--- src/rtl/sram_arbiter.sv ---
// sram_arbiter: shares one SRAM port between N_REQ requesters via a registered one-hot grant.
// Optional build macro SRAM_ARB_FIXED_PRIO_EN selects fixed priority (requester 0 highest) instead of round-robin.
module sram_arbiter #(
  parameter int N_REQ     = 3,
  parameter int ADDR_W    = 21,
  parameter int DATA_W    = 16,
  parameter int MAX_BURST = 64
) (
  input  logic                      clk,
  input  logic                      reset,
  input  logic [N_REQ-1:0]          req,
  input  logic [N_REQ-1:0]          rd,
  input  logic [N_REQ-1:0]          wr,
  input  logic [N_REQ*ADDR_W-1:0]   addr,
  input  logic [N_REQ*DATA_W-1:0]   wdata,
  output logic [N_REQ-1:0]          grant,
  output logic [N_REQ-1:0]          ready,
  output logic [DATA_W-1:0]         rdata,
  output logic [ADDR_W-1:0]         mem_addr,
  output logic                      mem_read,
  output logic                      mem_write,
  output logic [DATA_W-1:0]         mem_wdata,
  input  logic [DATA_W-1:0]         mem_rdata,
  input  logic                      mem_ready
);

  localparam int IW = (N_REQ > 1) ? $clog2(N_REQ) : 1;
  localparam logic [7:0] BURST_MAX = 8'(MAX_BURST);

  typedef enum logic {
    S_IDLE,
    S_OWNED
  } state_t;

  state_t             r_state;
  state_t             w_next_state;
  logic [N_REQ-1:0]   r_grant;
  logic [IW-1:0]      r_owner;
  logic [7:0]         r_burst;

  logic [ADDR_W-1:0]  w_addr  [N_REQ];
  logic [DATA_W-1:0]  w_wdata [N_REQ];

  logic               w_owned;
  logic               w_stb;
  logic               w_done;
  logic               w_waiting;
  logic               w_release;
  logic               w_start;
  logic               w_found;
  logic [IW-1:0]      w_sel;

  for (genvar g = 0; g < N_REQ; g++) begin : g_slice
    assign w_addr[g]  = addr[g*ADDR_W +: ADDR_W];
    assign w_wdata[g] = wdata[g*DATA_W +: DATA_W];
  end

  assign grant   = r_grant;
  assign w_owned = (r_state == S_OWNED);
  assign w_stb   = rd[r_owner] | wr[r_owner];
  assign w_done  = w_owned & mem_ready & w_stb;
  assign w_start = (r_state == S_IDLE) & w_found;

`ifdef SRAM_ARB_FIXED_PRIO_EN
  // Only a lower-index (higher priority) waiter may force a release.
  assign w_waiting = |(req & (r_grant - N_REQ'(1)));

  // Lowest-index requesting bit wins.
  always_comb begin
    w_found = 1'b0;
    w_sel   = '0;
    for (int i = 0; i < N_REQ; i++) begin
      if (!w_found && req[i]) begin
        w_found = 1'b1;
        w_sel   = IW'(i);
      end
    end
  end
`else
  logic [IW-1:0] r_last;

  assign w_waiting = |(req & ~r_grant);

  // Round-robin search starting just after the previous owner.
  always_comb begin
    int w_idx;
    w_found = 1'b0;
    w_sel   = '0;
    w_idx   = 0;
    for (int k = 1; k <= N_REQ; k++) begin
      w_idx = (int'(r_last) + k) % N_REQ;
      if (!w_found && req[w_idx]) begin
        w_found = 1'b1;
        w_sel   = IW'(w_idx);
      end
    end
  end

  // Remember who owned last, for fairness.
  always_ff @(posedge clk or negedge reset) begin
    if (!reset)
      r_last <= IW'(N_REQ - 1);
    else if (w_release)
      r_last <= r_owner;
  end
`endif

  // Release only when the owner has no strobe up, so no transfer is cut short.
  assign w_release = w_owned & ~w_stb &
                     (~req[r_owner] |
                      ((r_burst == BURST_MAX) & w_waiting));

  // FSM state register.
  always_ff @(posedge clk or negedge reset) begin
    if (!reset)
      r_state <= S_IDLE;
    else
      r_state <= w_next_state;
  end

  // FSM next-state logic.
  always_comb begin
    w_next_state = r_state;
    unique case (r_state)
      S_IDLE:  if (w_found)   w_next_state = S_OWNED;
      S_OWNED: if (w_release) w_next_state = S_IDLE;
      default: w_next_state = S_IDLE;
    endcase
  end

  // One-hot grant and owner index, set on arbitration, cleared on release.
  always_ff @(posedge clk or negedge reset) begin
    if (!reset) begin
      r_grant <= '0;
      r_owner <= '0;
    end else if (w_start) begin
      r_grant <= N_REQ'(1) << w_sel;
      r_owner <= w_sel;
    end else if (w_release) begin
      r_grant <= '0;
    end
  end

  // Completed transfers in the current tenure, saturating.
  always_ff @(posedge clk or negedge reset) begin
    if (!reset)
      r_burst <= '0;
    else if (w_start)
      r_burst <= '0;
    else if (w_done && r_burst < BURST_MAX)
      r_burst <= r_burst + 8'd1;
  end

  // Contention-free mux from the owner's slice to the SRAM port.
  always_comb begin
    mem_addr  = '0;
    mem_wdata = '0;
    mem_write = 1'b0;
    mem_read  = 1'b0;
    ready     = '0;
    rdata     = '0;
    if (w_owned) begin
      mem_addr  = w_addr[r_owner];
      mem_wdata = w_wdata[r_owner];
      mem_write = wr[r_owner];
      mem_read  = rd[r_owner] & ~wr[r_owner];
      ready     = w_done ? r_grant : '0;
      rdata     = mem_rdata;
    end
  end

endmodule
--- config.mk ---
export PLATFORM = sky130hd
export DESIGN_NAME = sram_arbiter
export DESIGN_NICKNAME = d
export VERILOG_FILES = /design/src/rtl/sram_arbiter.sv
export SDC_FILE = /design/constraint.sdc
export NUM_CORES = 1
export LEC_CHECK = 0
export CORE_UTILIZATION = 28
export CTS_CLUSTER_DIAMETER = 60
export DETAILED_ROUTE_END_ITERATION = 10
export GPL_ROUTABILITY_DRIVEN = 0
export PLACE_DENSITY = 0.82
export SYNTH_ARGS = -nofsm -noshare
export SYNTH_HDL_FRONTEND = slang
export SYNTH_SLANG_ARGS = --single-unit
--- constraint.sdc ---
create_clock -name clk -period 2.2 [get_ports clk]
set_input_delay 0.22 -clock clk [delete_from_list [all_inputs] [get_ports clk]]
set_output_delay 0.22 -clock clk [all_outputs]
set_load 0.05 [all_outputs]
### Word level (Yosys, flattened, before mapping)

Cells that the tools add are included.

| word-level totals | value |
|---|---|
| register bits after elaboration | 16 |
| bits of input ports | 139 |

| cells by class | value |
|---|---|
| bitwise gates (word level) | 16 |
| eq/ne operators | 1 |
| div/mod/pow operators | 3 |
| order comparisons | 6 |
| shift-type cells | 1 |
| add/subtract/negate cells | 4 |
| mux-type cells | 41 |
| reductions and logical operators | 8 |

Operators by type and width:

| operator | count |
|---|---|
| 32-bit by 4-bit less-than comparator with 1-bit output, second input constant | 3 |
| 32-bit by 3-bit modulo with 32-bit output, second input constant | 3 |
| 16-bit 2-to-1 mux | 4 |
| 21-bit 2-to-1 mux | 3 |
| 21-bit binary-select mux with 2-bit select | 1 |
| 16-bit binary-select mux with 2-bit select | 1 |
| 1-bit 2-to-1 mux | 16 |
| 8-bit 2-to-1 mux | 2 |
| 1-bit binary-select mux with 2-bit select | 6 |
| 3-bit 2-to-1 mux | 4 |
| 8-bit by 1-bit adder with 8-bit output, second input constant | 1 |
| 8-bit by 7-bit == test with 1-bit output, second input constant | 1 |
| 8-bit by 7-bit less-than comparator with 1-bit output, second input constant | 1 |
| 1-bit bitwise AND | 7 |
| 2-bit by 2-bit adder with 3-bit output, second input constant | 2 |
| 2-bit 2-to-1 mux | 3 |
| 1-bit inverter | 4 |
| 2-bit nonzero test | 2 |
| 2-bit by 1-bit adder with 3-bit output, second input constant | 1 |
| 3-bit bitwise AND | 1 |
| 3-bit >= comparator, second input constant | 1 |
| 1-bit logical AND | 3 |
| 2-bit by 3-bit less-than comparator with 1-bit output, second input constant | 1 |
| 2-bit inverter with 3-bit output | 1 |
| other kinds (6) | 8 |

### Longest topological paths before layout

| depth | value |
|---|---|
| word-level depth | 14 |
| mapped depth | 8 |

### Worst setup path after synthesis

Ideal clock, no wire load.

| timing | value |
|---|---|
| kind | register -> output |
| from | reg r_owner[1] |
| to | out mem_read |
| path slack | -0.251 ns |
| buffers on the path | 2 |
| arrival | 2.231 ns |
| cell stages (with the launch flop) | 6 |
| path through | dfrtp_1 > buf_4 > and2b_2 > clkbuf_1 > a2bb2oi_1 > nor3_1 |

| between the ends | value |
|---|---|
| cells in the longest elaborated chain, start to end | 5 |

RTL lines:

| item | line | RTL |
|---|---|---|
| from (decl) | 38 | `logic [IW-1:0] r_owner;` |
| from (signal assigned) | 138 | `r_owner <= w_sel;` |
| 1-bit binary-select mux with 2-bit select | 166 | `mem_read = rd[r_owner] & ~wr[r_owner];` |
| 1-bit 2-to-1 mux (not written as such) | 166 |  |
| 1-bit inverter | 166 |  |
| 1-bit bitwise AND * | 166 |  |
| 1-bit 2-to-1 mux * | 162 | `if (w_owned) begin` |
| to (decl) | 20 | `output logic mem_read,` |

Every way passes the cells marked *; elsewhere a longest branch is shown, timed or not. The select of a mux whose other input is x is not followed.

### Final worst setup path

| timing | value |
|---|---|
| from | reg r_state |
| to | out rdata[10] |

| between the ends | value |
|---|---|
| cells in the longest elaborated chain, start to end | 1 |

RTL lines:

| item | line | RTL |
|---|---|---|
| from (decl) | 35 | `state_t r_state;` |
| from (signal assigned) | 118 | `r_state <= w_next_state;` |
| 16-bit 2-to-1 mux | 162 |  |
| to (decl) | 18 | `output logic [DATA_W-1:0] rdata,` |

Every way passes these cells.

==> impl_metrics.yaml <==
timing:
  setup_violations: 0
  clock.fmax_mhz: 479
  period_share: 0.949
  worst_pin_slew_ps: 719
  hold_viol: 0
  slew_violations: 0
  min_period_ps: 2090
  rsz0062_at_grt: "false"
  slew-limit-headroom: 0.519
  clock_skew_ps: 2.71
  timing.setup.tns_ps: 0
  fin_hold_ws_ps: 399
drt:
  postRouteWirelength_um: 8540
  wire_per_inst_um: 14.4
  drt_iter0_drc: 67
  drc: 0
  drt-vias-per-instance: 5.04
  postRouteAntennaNets: 0
  dr_total_vias: 3001
  drt_pass1_iterations: 4
pwr:
  swShare: 0.537
  vdd_ir_drop_max_mv: 0.789
  clockPowerShare: 0.038
  intPower_mw: 3.15
  leakage_nw: 1.95
  power.net_switching_mw: 3.65
  seq_power_share: 0.076
  power.density_nw_per_um2: 1420
  power_frac_comb: 0.886
placed_design:
  placedCellCount: 591
  portBuffers: 199
  hpwl_um: 7070
  placedInstanceArea_sq_um: 4710
global_route:
  grt_use_total: 0.211
  overflow: 0
  grt_first_pass_wirelength_um: 13100
  grt_pass1_vias: 2940
  grt_max_degree: 42
  antenna_found_initial: 0
critical_path:
  critPathCaptureType: "output pin"
  critPathKind: "register to output pin"
  start_kind: "register"
  required_ps: 1980
  r2r_slack_ps: 120
  critPathArrivalTime_ps: 1870
  cp_max_fo: 17
clock_network:
  clockBufferDepth: 2
  insertion_delay_ps: 250
  cts-root-buf: "clkbuf_8"
  htreeDepth: 1
  clk_pin_slew_ps: 60
  cts_setup_buffers: 0
  cts.sinks: 16
  tritoncts: "yes"
  holdBufCountCts: 0
  numCtsBuffers: 3
synthesis:
  synth_edf_count: 0
  yosys.area.top_type: "mux2i_1"
  synthFlopType: "dfrtp_1"
  synthCells: 303
  yosysWarnings: 0
  synthArstFlopShare: 1.00
  synth.top_cell.area_share: 0.194
  seq_area_frac_synth: 0.190
  yosys_register_bits: 16
  syn_nets: 447
  syn_avg_cell_area_sq_um: 6.98
  synthTopCellsByArea: "mux2i_1 (19%), dfrtp_1 (18%), nor2_1 (14%)"
  synthesis.area_sq_um: 2120
  netlist-cell-type-count: 45
floorplan:
  die-area_sq_um: 7910
  io_pins: 200
  die_w_um: 88.9
  rows: 31
  core_sq_um: 7290
  initial_core_util: 0.290
  die_h_um: 88.9
layout:
  fillCellCount: 588
  antenna_cells: 0
  area_growth_syn_to_layout_pct: 127
  fin_util: 0.657
  fin_area_sq_um: 4790
  layout-drive-gt1-share: 0.236
  layoutNonFillerInstCount: 595
  fin_nets: 641
outcome:
  status: "finished clean"
hold_path:
  hold_class: "primary input to async pin"
run:
  max_cap_viol_count: 0
synthesized netlist by cell type, types with 3 or more instances:
library cell,number
nor2_1,81
nand2_1,10
mux2i_1,41
ha_1,5
o21ai_0,3
nor3_1,5
nor2b_1,3
a22o_1,3
inv_1,7
a21oi_1,42
clkbuf_1,17
nand3_1,5
o21ai_1,3
nand2b_1,4
dfrtp_1,15
and2_1,21
cell type report:
cell class | count | area [sq um] | area share
well taps | 99 | 124 | 0.0258
inverters | 8 | 30.0 | 0.00626
multi-input cells | 258 | 1710 | 0.357
repair buffers | 210 | 2470 | 0.515
clock buffers | 4 | 55.1 | 0.0115
flip-flops and latches | 16 | 403 | 0.0841
power groups by stage:
stage	Combinational [mW]	Clock (mW)	Sequential (mW)
final	6.03	0.259	0.515
after floorplan	3.34	0	0.520
after global routing	6.34	0.281	0.535
after global placement	5.90	0	0.512
after detailed placement	5.99	0	0.522
after CTS	6.02	0.269	0.515
metal layers:
metal | GRT usage | vias to the layer above | wire [um] | part of all wire
met2 | 0.425 | 172 | 4570 | 0.54
li1 | - | 1437 | - | -
met4 | 0.0689 | 0 | 175 | 0.020
met1 | 0.207 | 1372 | 2950 | 0.35
met3 | 0.0545 | 20 | 837 | 0.098
met5 | 0 | - | 0 | 0
what timing repair did:
item	in CTS	in global routing
endpoints found under the setup margin	2	6
endpoints found under the hold margin	0	0
resized for setup	1	5
gates cloned	0	0
critical path, cell delays in order, from the launching register on:
cell and delay [ps]:
dfrtp_1 620, and2_1 190, clkdlybuf4s50_1 800
stage by stage:
| stage | setup slack (ps) | power [mW] |
|---|---|---|
| 6_report | 112 | 6.80 |
| 5_1_grt | 0.212 | 7.15 |
| 4_1_cts | 71.7 | 6.80 |
| 3_5_place_dp | -7.09 | 6.51 |
| 3_3_place_gp | 117 | 6.41 |
| 2_1_floorplan | 92.6 | 3.86 |
flip-flops by register name, indices dropped and copies added (netlist names):
name,cells
grant,3
r_burst,8
r_last,2
r_owner,2
r_state,1
cells by family (layout without fill, tap and decap cells):
| family | after synthesis | in the layout | synth area share |
|---|---|---|---|
| simple gates | 133 | 133 | 0.283 |
| compound gates | 76 | 76 | 0.236 |
| mux | 42 | 42 | 0.199 |
| buf+inv | 29 | 222 | 0.0538 |
| flops | 16 | 16 | 0.190 |
| fa+ha+maj | 5 | 5 | 0.0296 |
| xor+xnor | 2 | 2 | 0.00828 |
placed cells by master, fill, tap and decap left out, drive strengths merged, types with 3 or more instances in the layout:
| master | n |
|---|---|
| nand2 | 10 |
| a21oi | 42 |
| nand2b | 4 |
| a22o | 3 |
| o2bb2ai | 4 |
| nor3 | 5 |
| clkdlybuf4s50 | 142 |
| nor2b | 3 |
| inv | 8 |
| ha | 5 |
| o21ai | 7 |
| mux2i | 41 |
| nand3 | 5 |
| and2 | 21 |
| buf | 68 |
| nor2 | 81 |
| clkbuf | 4 |
| dfrtp | 15 |
worst paths after layout:
path,from,end,cells after the start
worst max register to register,r_last[1]$_DFFE_PN1P_,r_owner[0]$_DFFE_PN0P_,6
min in group clk,r_last[1]$_DFFE_PN1P_,r_last[1]$_DFFE_PN1P_,2
worst min register to register,r_last[1]$_DFFE_PN1P_,r_last[1]$_DFFE_PN1P_,2
worst max-delay path,r_state$_DFF_PN0_,rdata[10],2
worst min-delay path,reset,r_burst[3]$_DFFE_PN0P_,1
max in group asynchronous,reset,r_owner[1]$_DFFE_PN0P_,1
Note: power is estimated with default switching activity, not from simulation.
